===== src/rtl/pipe_hazard_unit.sv =====
// Load-use stall detection and operand forwarding for an in-order pipeline, driven by private per-stage destination tags.
// Optional PIPE_HAZ_PERF_EN adds saturating stall/flush event counters.
module pipe_hazard_unit #(
  parameter int STAGES     = 3,
  parameter int LOAD_READY = 1,
  parameter int DATA_W     = 32,
  parameter int RA_W       = 5,
  parameter int SEL_W      = $clog2(STAGES + 1)
) (
  input  logic                     clock,
  input  logic                     reset_0,
  input  logic                     hold,
  input  logic                     flush,
  input  logic                     id_valid,
  input  logic [RA_W-1:0]          id_rs,
  input  logic [RA_W-1:0]          id_rt,
  input  logic                     id_use_rs,
  input  logic                     id_use_rt,
  input  logic [RA_W-1:0]          id_rd,
  input  logic                     id_wreg,
  input  logic                     id_load,
  input  logic [DATA_W-1:0]        rf_a,
  input  logic [DATA_W-1:0]        rf_b,
  input  logic [STAGES*DATA_W-1:0] stage_data,
`ifdef PIPE_HAZ_PERF_EN
  output logic [31:0]              stall_cnt,
  output logic [31:0]              flush_cnt,
`endif
  output logic                     stall,
  output logic [SEL_W-1:0]         fwd_a_sel,
  output logic [SEL_W-1:0]         fwd_b_sel,
  output logic [DATA_W-1:0]        op_a,
  output logic [DATA_W-1:0]        op_b
);

  logic            valid_q [STAGES];
  logic [RA_W-1:0] rd_q    [STAGES];
  logic            wreg_q  [STAGES];
  logic            load_q  [STAGES];

  logic [SEL_W-1:0]  sel_a_d, sel_b_d;
  logic [DATA_W-1:0] op_a_d, op_b_d;
  logic              unres_a_d, unres_b_d;
  logic              stall_d;

  // Scan oldest to youngest so the lowest-index (youngest) producer wins.
  always_comb begin
    sel_a_d   = '0;
    op_a_d    = rf_a;
    unres_a_d = 1'b0;
    sel_b_d   = '0;
    op_b_d    = rf_b;
    unres_b_d = 1'b0;
    for (int k = STAGES - 1; k >= 0; k--) begin
      if (valid_q[k] && wreg_q[k] && (rd_q[k] == id_rs) && (id_rs != '0) && id_use_rs) begin
        sel_a_d   = SEL_W'(k + 1);
        op_a_d    = stage_data[k*DATA_W +: DATA_W];
        unres_a_d = load_q[k] && (k < LOAD_READY);
      end
      if (valid_q[k] && wreg_q[k] && (rd_q[k] == id_rt) && (id_rt != '0) && id_use_rt) begin
        sel_b_d   = SEL_W'(k + 1);
        op_b_d    = stage_data[k*DATA_W +: DATA_W];
        unres_b_d = load_q[k] && (k < LOAD_READY);
      end
    end
  end

  assign stall_d   = ~reset_0 & id_valid & ~flush & (unres_a_d | unres_b_d);
  assign stall     = stall_d;
  assign fwd_a_sel = reset_0 ? '0 : sel_a_d;
  assign fwd_b_sel = reset_0 ? '0 : sel_b_d;
  assign op_a      = reset_0 ? rf_a : op_a_d;
  assign op_b      = reset_0 ? rf_b : op_b_d;

  always_ff @(posedge clock) begin
    if (reset_0) begin
      for (int k = 0; k < STAGES; k++) begin
        valid_q[k] <= 1'b0;
        rd_q[k]    <= '0;
        wreg_q[k]  <= 1'b0;
        load_q[k]  <= 1'b0;
      end
    end else if (!hold) begin
      valid_q[0] <= id_valid & ~stall_d & ~flush;
      rd_q[0]    <= id_rd;
      wreg_q[0]  <= id_wreg;
      load_q[0]  <= id_load;
      for (int k = 1; k < STAGES; k++) begin
        valid_q[k] <= valid_q[k-1];
        rd_q[k]    <= rd_q[k-1];
        wreg_q[k]  <= wreg_q[k-1];
        load_q[k]  <= load_q[k-1];
      end
    end
  end

`ifdef PIPE_HAZ_PERF_EN
  logic [31:0] stall_cnt_q, flush_cnt_q;

  always_ff @(posedge clock) begin
    if (reset_0) begin
      stall_cnt_q <= '0;
      flush_cnt_q <= '0;
    end else if (!hold) begin
      if (stall_d && (stall_cnt_q != 32'hFFFF_FFFF)) stall_cnt_q <= stall_cnt_q + 32'd1;
      if (flush && (flush_cnt_q != 32'hFFFF_FFFF)) flush_cnt_q <= flush_cnt_q + 32'd1;
    end
  end

  assign stall_cnt = stall_cnt_q;
  assign flush_cnt = flush_cnt_q;
`endif

endmodule


===== config.mk =====
export PLATFORM = sky130hd
export DESIGN_NAME = pipe_hazard_unit
export DESIGN_NICKNAME = d
export VERILOG_FILES = /design/src/rtl/pipe_hazard_unit.sv
export SDC_FILE = /design/constraint.sdc
export NUM_CORES = 1
export LEC_CHECK = 0
export BUFFER_PORTS_ARGS = -buffer_cell sky130_fd_sc_hd__buf_2
export CAP_MARGIN = 30
export CORE_MARGIN = 2
export CORE_UTILIZATION = 44
export DETAILED_ROUTE_END_ITERATION = 8
export PLACE_DENSITY = 0.83
export SLEW_MARGIN = 5
export SYNTH_ARGS = -nofsm -noshare
export SYNTH_HDL_FRONTEND = slang
export SYNTH_SLANG_ARGS = --single-unit
export TNS_END_PERCENT = 1

===== constraint.sdc =====
create_clock -name clock -period 3.15 [get_ports clock]
set_input_delay 0.4725 -clock clock [delete_from_list [all_inputs] [get_ports clock]]
set_output_delay 0.4725 -clock clock [all_outputs]
set_load 0.05 [all_outputs]

; ---- Yosys cells after proc, flatten, opt, wreduce, memory -nomap -nowiden
; Memory sizes are Yosys's and may differ from the RTL's.
; Index checks and enable logic that the tools add are counted.
; Widths: inputs -> output; s select.
[word_totals]
reg_bits = 0
ram_bits = 24
in_bits = 184
out_inout_bits = 69
wordCells = 89
memories = 4
[op_classes]
n_eq_ne = 6
n_mux = 35
bitwise_logic = 21
n_reduce_logical = 23
[memory_table]
columns = name, words, width, read_ports, rd_clocked_by_memory_dff, wr, line_no
row1 = rd_q, 3, 5, 3, 0, 3, 37  ; logic [RA_W-1:0] rd_q [STAGES];
row2 = load_q, 3, 1, 2, 0, 3, 39  ; logic load_q [STAGES];
row3 = valid_q, 3, 1, 3, 0, 3, 36  ; logic valid_q [STAGES];
row4 = wreg_q, 3, 1, 3, 0, 3, 38  ; logic wreg_q [STAGES];
[op_table]
columns = cell, count
row1 = $mux 32, 8
row2 = $eq 5x5->1, 6
row3 = $logic_and 1x1->1, 21
row4 = $mux 1, 16
row5 = $mux 2, 8
row6 = $mux 5, 3
row7 = $or 1x1->1, 13
row8 = $reduce_bool 5->1, 2
row9 = $and 1x1->1, 5
row10 = $not 1->1, 3

; ---- Longest topological paths before layout
[depth]
word_depth = 11
mapped_depth = 9
depth_no_buf = 5

; ---- Worst setup path before layout
; Ideal clock, no wire load.
[synth_timing]
kind = input to output
start = input id_rs[2]
end = output stall
arrival_time_ns = 3.166
path_slack_ns = -0.489
cell_stages = 5
cell_sequence = xnor2_1 > nand4_1 > nor4_1 > o21ai_0 > nor4b_1
[synth_between]
elab_chain_cells = 7
word_cells_on_any_way = 8
classes_between = 1 x eq/ne / 1 x mux / 2 x bitwise / 4 x reduce/logical
[synth_rtl]
columns = element, line_no
row1 = start: declaration, 15  ; input logic [RA_W-1:0] id_rs,
row2 = $eq 5x5->1, 55  ; if (valid_q[k] && wreg_q[k] && (rd_q[k] == id_rs) && (id_rs != '0) && id_use_rs) begin
row3 = $logic_and 1x1->1, 55
row4 = $logic_and 1x1->1 (*) (2 in series), 55
row5 = $mux 1 (*), 55
row6 = $or 1x1->1 (*), 68  ; assign stall_d = ~reset_0 & id_valid & ~flush & (unres_a_d | unres_b_d);
row7 = $and 1x1->1 (*), 68
row8 = end: declaration, 29  ; output logic stall,
; Every way passes the cells marked *; elsewhere a longest branch is shown, timed or not.

; ---- Worst setup path in the final report
[layout_timing]
start = input id_rt[2]
end = output op_b[0]
[layout_between]
elab_chain_cells = 8
word_cells_on_any_way = 17
classes_between = 3 x eq/ne / 4 x mux / 10 x reduce/logical
[layout_rtl]
columns = element, line_no
row1 = start: declaration, 16  ; input logic [RA_W-1:0] id_rt,
row2 = $eq 5x5->1, 60  ; if (valid_q[k] && wreg_q[k] && (rd_q[k] == id_rt) && (id_rt != '0) && id_use_rt) begin
row3 = $logic_and 1x1->1 (3 in series), 60
row4 = $mux 32 (2 in series), 60
row5 = $mux 32 (*), 60
row6 = $mux 32 (*), 73  ; assign op_b = reset_0 ? rf_b : op_b_d;
row7 = end: declaration, 33  ; output logic [DATA_W-1:0] op_b
; Marks and branches as above.

==> results list <==
- Once placement completed, the tool counted placed cells totaling 821.
* Remaining number of nets flagged by the antenna check after routing: 0
* Nets: around 900
- Library cell occupying the most area in the post-synthesis netlist: sky130_fd_sc_hd__edfxtp_1
* Worst path slowest cell: sky130_fd_sc_hd__or4_1
- Antenna violations before repair: 0
- Sum of net half-perimeters after detailed placement: about 12,000 um
- Via count normalized by instance count: between 6 and 7
* Measured slew at the worst slew-check pin: 0.873 ns
- Setup slack on the worst reg-to-reg path comes out at slightly below 1 ns.
- Gr usage total: 0.315
- Count of H-tree levels built during CTS: 1
- Cell count after synthesis: approximately 500
* Net Switching: between 0.0006 and 0.0007 W
- Router iterations before antenna repair: 5
- Initial DRC count: roughly 380
- Between clock sinks in the finished design, the worst skew comes to 0.00511 ns.
- Dividing the detail-routed wire length by the instance count gives roughly 20 um.
* Power per standard cell area: between 200 and 250 mW/mm2
- Entering global routing, the biggest net connects 63 pins.
- The share of synthesized area in the top cell type comes to 0.167.
- Ordered cell list for the critical path: buf_2 > or4_1 > o21a_1 > and3_1 > or2_2 > buf_12 > o31ai_1 > buf_4
* Endpoint required time on the critical path: 2.68 ns
- Area of the mapped netlist: 0.00395 mm2
- In the routed design, unresolved DRC markers number 0.
- Number of sinks driven by the clock tree: 22
* Part of the power in combinational logic: 0.600
- Fin crit share: 0.984
- CP arrival: ~2.6 ns
- Summed over all nets, wire length on met3 after detailed routing comes to around 1700 um.
* Commonest cells in the netlist: 64 x sky130_fd_sc_hd__a22oi_1, 47 x sky130_fd_sc_hd__clkbuf_1, 36 x sky130_fd_sc_hd__and3_1, 36 x sky130_fd_sc_hd__nand3_1, 35 x sky130_fd_sc_hd__nor2_1
* CTS buffer count: 3
- The flow ran to the end, and the final reports show no timing, DRC or antenna violations.
- After clock tree synthesis, the clock-pin slew on the worst setup and hold paths is around 0.07 ns.
- Summed over all cells, the static leakage comes to about 2.4 nW.
- In this run the tool buffered the top-level ports with between 200 and 300 buffer cells.
- The detailed router placed between 5,000 and 6,000 vias in this run.
- Maximum VDD drop: approximately 0.25 mV
- Most common cell in the netlist: sky130_fd_sc_hd__a22oi_1
* Number of flops mapped to enable cells by yosys: 22
- The path with the worst hold slack has its endpoint at rd_q[0][3]$_SDFFCE_PN0P_.
* Wire length of the first global-routing pass: roughly 26,000 um
* Later-pin clock latency in the skew report: 0.25 ns
- The number of setup buffers added after CTS is 0.
- The number of hold violations in the final report is 0.
- Final Util: 0.638
* Distinct cell type count after synthesis: 34
- In this run the tightest slew margin relative to its limit is 0.416.
- Number of cell instances on the worst register-to-register path: 6
- In this run the mean area of a mapped cell was 8.07 um2.
* Growth of design area from synthesis to finish: 41.0%
- Total die area: 0.00974 mm2
- Crit path largest cell delay: 0.52 ns
- TritonCTS clock tree: built
- Deepest clock path buffer count: 2
- The initial utilization of the core area, before any placement, comes to 0.452.
- Counting every net in the synthesized netlist gives 673.
- Total global routing overflow: 0
- In this run the clock root is driven by a sky130_fd_sc_hd__clkbuf_8.
- In this run the worst hold path is classified as in -> reg.
- Yosys printed 0 warnings.
* Fin cells: a little over 800
- Fin crit period: between 3 and 4 ns
- In this run the vertical extent of the chip is 98.7 um.
- Internal power summed over all cells: roughly 0.00073 W
* Part of the total power dissipated in the clock network: 0.128
- Critical path fanouts, max: 22
* DR WL met2: around 8400 um
* Proportion of synthesized chip area in sequential cells: 0.167
* Critical path capture point type: output port
- Across the run, the number of max-cap violations was 0.
- The worst hold path was traced through 2 stages.
- Share of cells above drive strength 1: 0.448
- Setup violations remaining at the end of the flow were counted as 0.
- The startpoint identified for the worst hold timing path is id_rd[3].
- The share of total power dissipated in sequential elements is 0.272.
* Startpoint of the worst register-to-register path: rd_q[0][0]$_SDFFCE_PN0P_
- The routed design has between 15,000 and 20,000 um of wire.
- The floorplan has 34 rows.
- Based on the critical path, the design can be clocked at up to 322 MHz.
- Unrepaired setup endpoints after global routing: yes
* Number of top-level pins: between 200 and 300
- Switching part of the total power: 0.455
- Die Width: 98.7 um
- STA classifies the critical path startpoint as an input port.
- After detailed routing, the wire length on met1 is 6080 um.
* Max Used Layer: met4
- The max-slew violation total from the final report came to 0.
- Vias in the first global route: around 5,400
- The region available for standard cell placement spans approximately 0.0087 mm2.
* Cell types with the largest area share after synthesis: sky130_fd_sc_hd__edfxtp_1 17%, sky130_fd_sc_hd__a22oi_1 12%, sky130_fd_sc_hd__o31ai_2 9.2%, sky130_fd_sc_hd__mux2i_1 8.1%, sky130_fd_sc_hd__a221oi_1 7.1%
- Synthesis-stage register bit count: 22
* Async set-or-reset flop fraction in the synthesized netlist: 0
* Primary FF master, synth: sky130_fd_sc_hd__edfxtp_1
- In this run the critical register-to-register path is captured at valid_q[0][0]$_SDFFCE_PN0P_.
- Classification of the worst setup path: in -> out
- Count of buffer and inverter cells on the critical path: 3
* Critical path's top delay family: simple AND/OR/NAND/NOR gates
* GPL Wtd Cong: a little over 0.9
## layer usage
| layer | GRT usage | up-vias |
|---|---|---|
| met4 | 0.131 | 0 |
| li1 | - | 2380 |
| met5 | 0 | - |
| met3 | 0.0404 | 80 |
| met2 | 0.573 | 425 |
| met1 | 0.373 | 2557 |
## area by class of cell
cell class	count	area, um2
fillers	755	3160
multi-input cells	408	3050
repair buffers	282	1670
flip-flops and latches	22	661
well taps	108	135
clock buffers	3	41.3
clock inverters	1	3.75
inverters	1	3.75
diodes	1	2.50
## per-stage QoR
stage | power [W] | cell area, um2 | hold WS (ns) | TNS (ns) | setup WS (ns)
floorplan | 0.000854 | 3950 | 0.524 | -7.41 | -0.431
global placement | 0.00111 | 5370 | 0.537 | 0 | 0.0477
finish | 0.00134 | 5560 | 0.493 | 0 | 0.0492
CTS | 0.00130 | 5420 | 0.488 | 0 | 0.0207
detailed placement | 0.00113 | 5370 | 0.559 | -0.00503 | -0.00503
global route | 0.00139 | 5560 | 0.496 | -0.207 | -0.0374
## flip-flops by register name, indices dropped and copies added, names as in the netlist
signal and flops:
wreg_q 3, valid_q 3, rd_q 15, load_q 1
## kinds of logic after synthesis
group                     count (synthesis)  synth area share
DFF                                      22             0.167
xor gates and xnor gates                 30            0.0666
muxes                                    32            0.0812
and+or+nand+nor                         178             0.251
AOI/OAI and AO/OA                       168             0.366
buffers and inverters                    59            0.0685
## worst register-to-register path, cell delays in order (launching register included)
cell                       delay, ns
sky130_fd_sc_hd__edfxtp_1       0.45
sky130_fd_sc_hd__xor2_1         0.17
sky130_fd_sc_hd__nor4_1         0.27
sky130_fd_sc_hd__and3_1         0.24
sky130_fd_sc_hd__buf_6          0.32
sky130_fd_sc_hd__o21ai_0        0.26
sky130_fd_sc_hd__and4b_1        0.24
## timing repair
| action | 4_1_cts | 5_1_grt |
|---|---|---|
| hold endpoints to repair | 0 | 0 |
| gates resized for setup | 1 | 84 |
| hold buffers | 0 | 0 |
| endpoints found under the setup margin | 1 | 58 |
| pin swaps | 0 | 7 |
## cell usage in the layout (no fill, tap or decap), types with 2 or more instances in the layout
master	count
sky130_fd_sc_hd__o31ai_2	30
sky130_fd_sc_hd__buf_6	6
sky130_fd_sc_hd__buf_4	54
sky130_fd_sc_hd__a221oi_1	32
sky130_fd_sc_hd__edfxtp_1	22
sky130_fd_sc_hd__buf_12	3
sky130_fd_sc_hd__xor2_1	14
sky130_fd_sc_hd__nand4_1	3
sky130_fd_sc_hd__nor3_2	2
sky130_fd_sc_hd__mux2i_1	32
sky130_fd_sc_hd__clkbuf_4	15
sky130_fd_sc_hd__nor4_1	2
sky130_fd_sc_hd__and2_1	21
sky130_fd_sc_hd__o21a_1	4
sky130_fd_sc_hd__nor2b_1	33
sky130_fd_sc_hd__or4_1	2
sky130_fd_sc_hd__a22oi_1	64
sky130_fd_sc_hd__clkbuf_8	3
sky130_fd_sc_hd__nand3_1	36
sky130_fd_sc_hd__and3_1	36
sky130_fd_sc_hd__buf_2	204
sky130_fd_sc_hd__nor2_1	35
sky130_fd_sc_hd__nand2_1	2
sky130_fd_sc_hd__o31ai_1	2
sky130_fd_sc_hd__o211ai_1	32
sky130_fd_sc_hd__xnor2_1	16
## power by group through the flow
stage	Combinational [W]	Sequential, W	Clock [W]
detailed placement	0.000759	0.000370	0
floorplan	0.000490	0.000364	0
finish	0.000801	0.000364	0.000171
global placement	0.000745	0.000368	0
CTS	0.000762	0.000363	0.000172
global route	0.000842	0.000366	0.000184
## how the worst max path moves through the flow
stage	start	endpoint	cells after the start
floorplan	id_rt[2]	op_b[0]	8
CTS	id_rt[2]	op_b[13]	9
global route	id_rt[2]	op_b[1]	8
detailed placement	id_rt[2]	op_b[1]	9
global placement	id_rt[2]	op_b[13]	9
finish	id_rt[2]	op_b[0]	8
(Power assumes the default switching activity.)
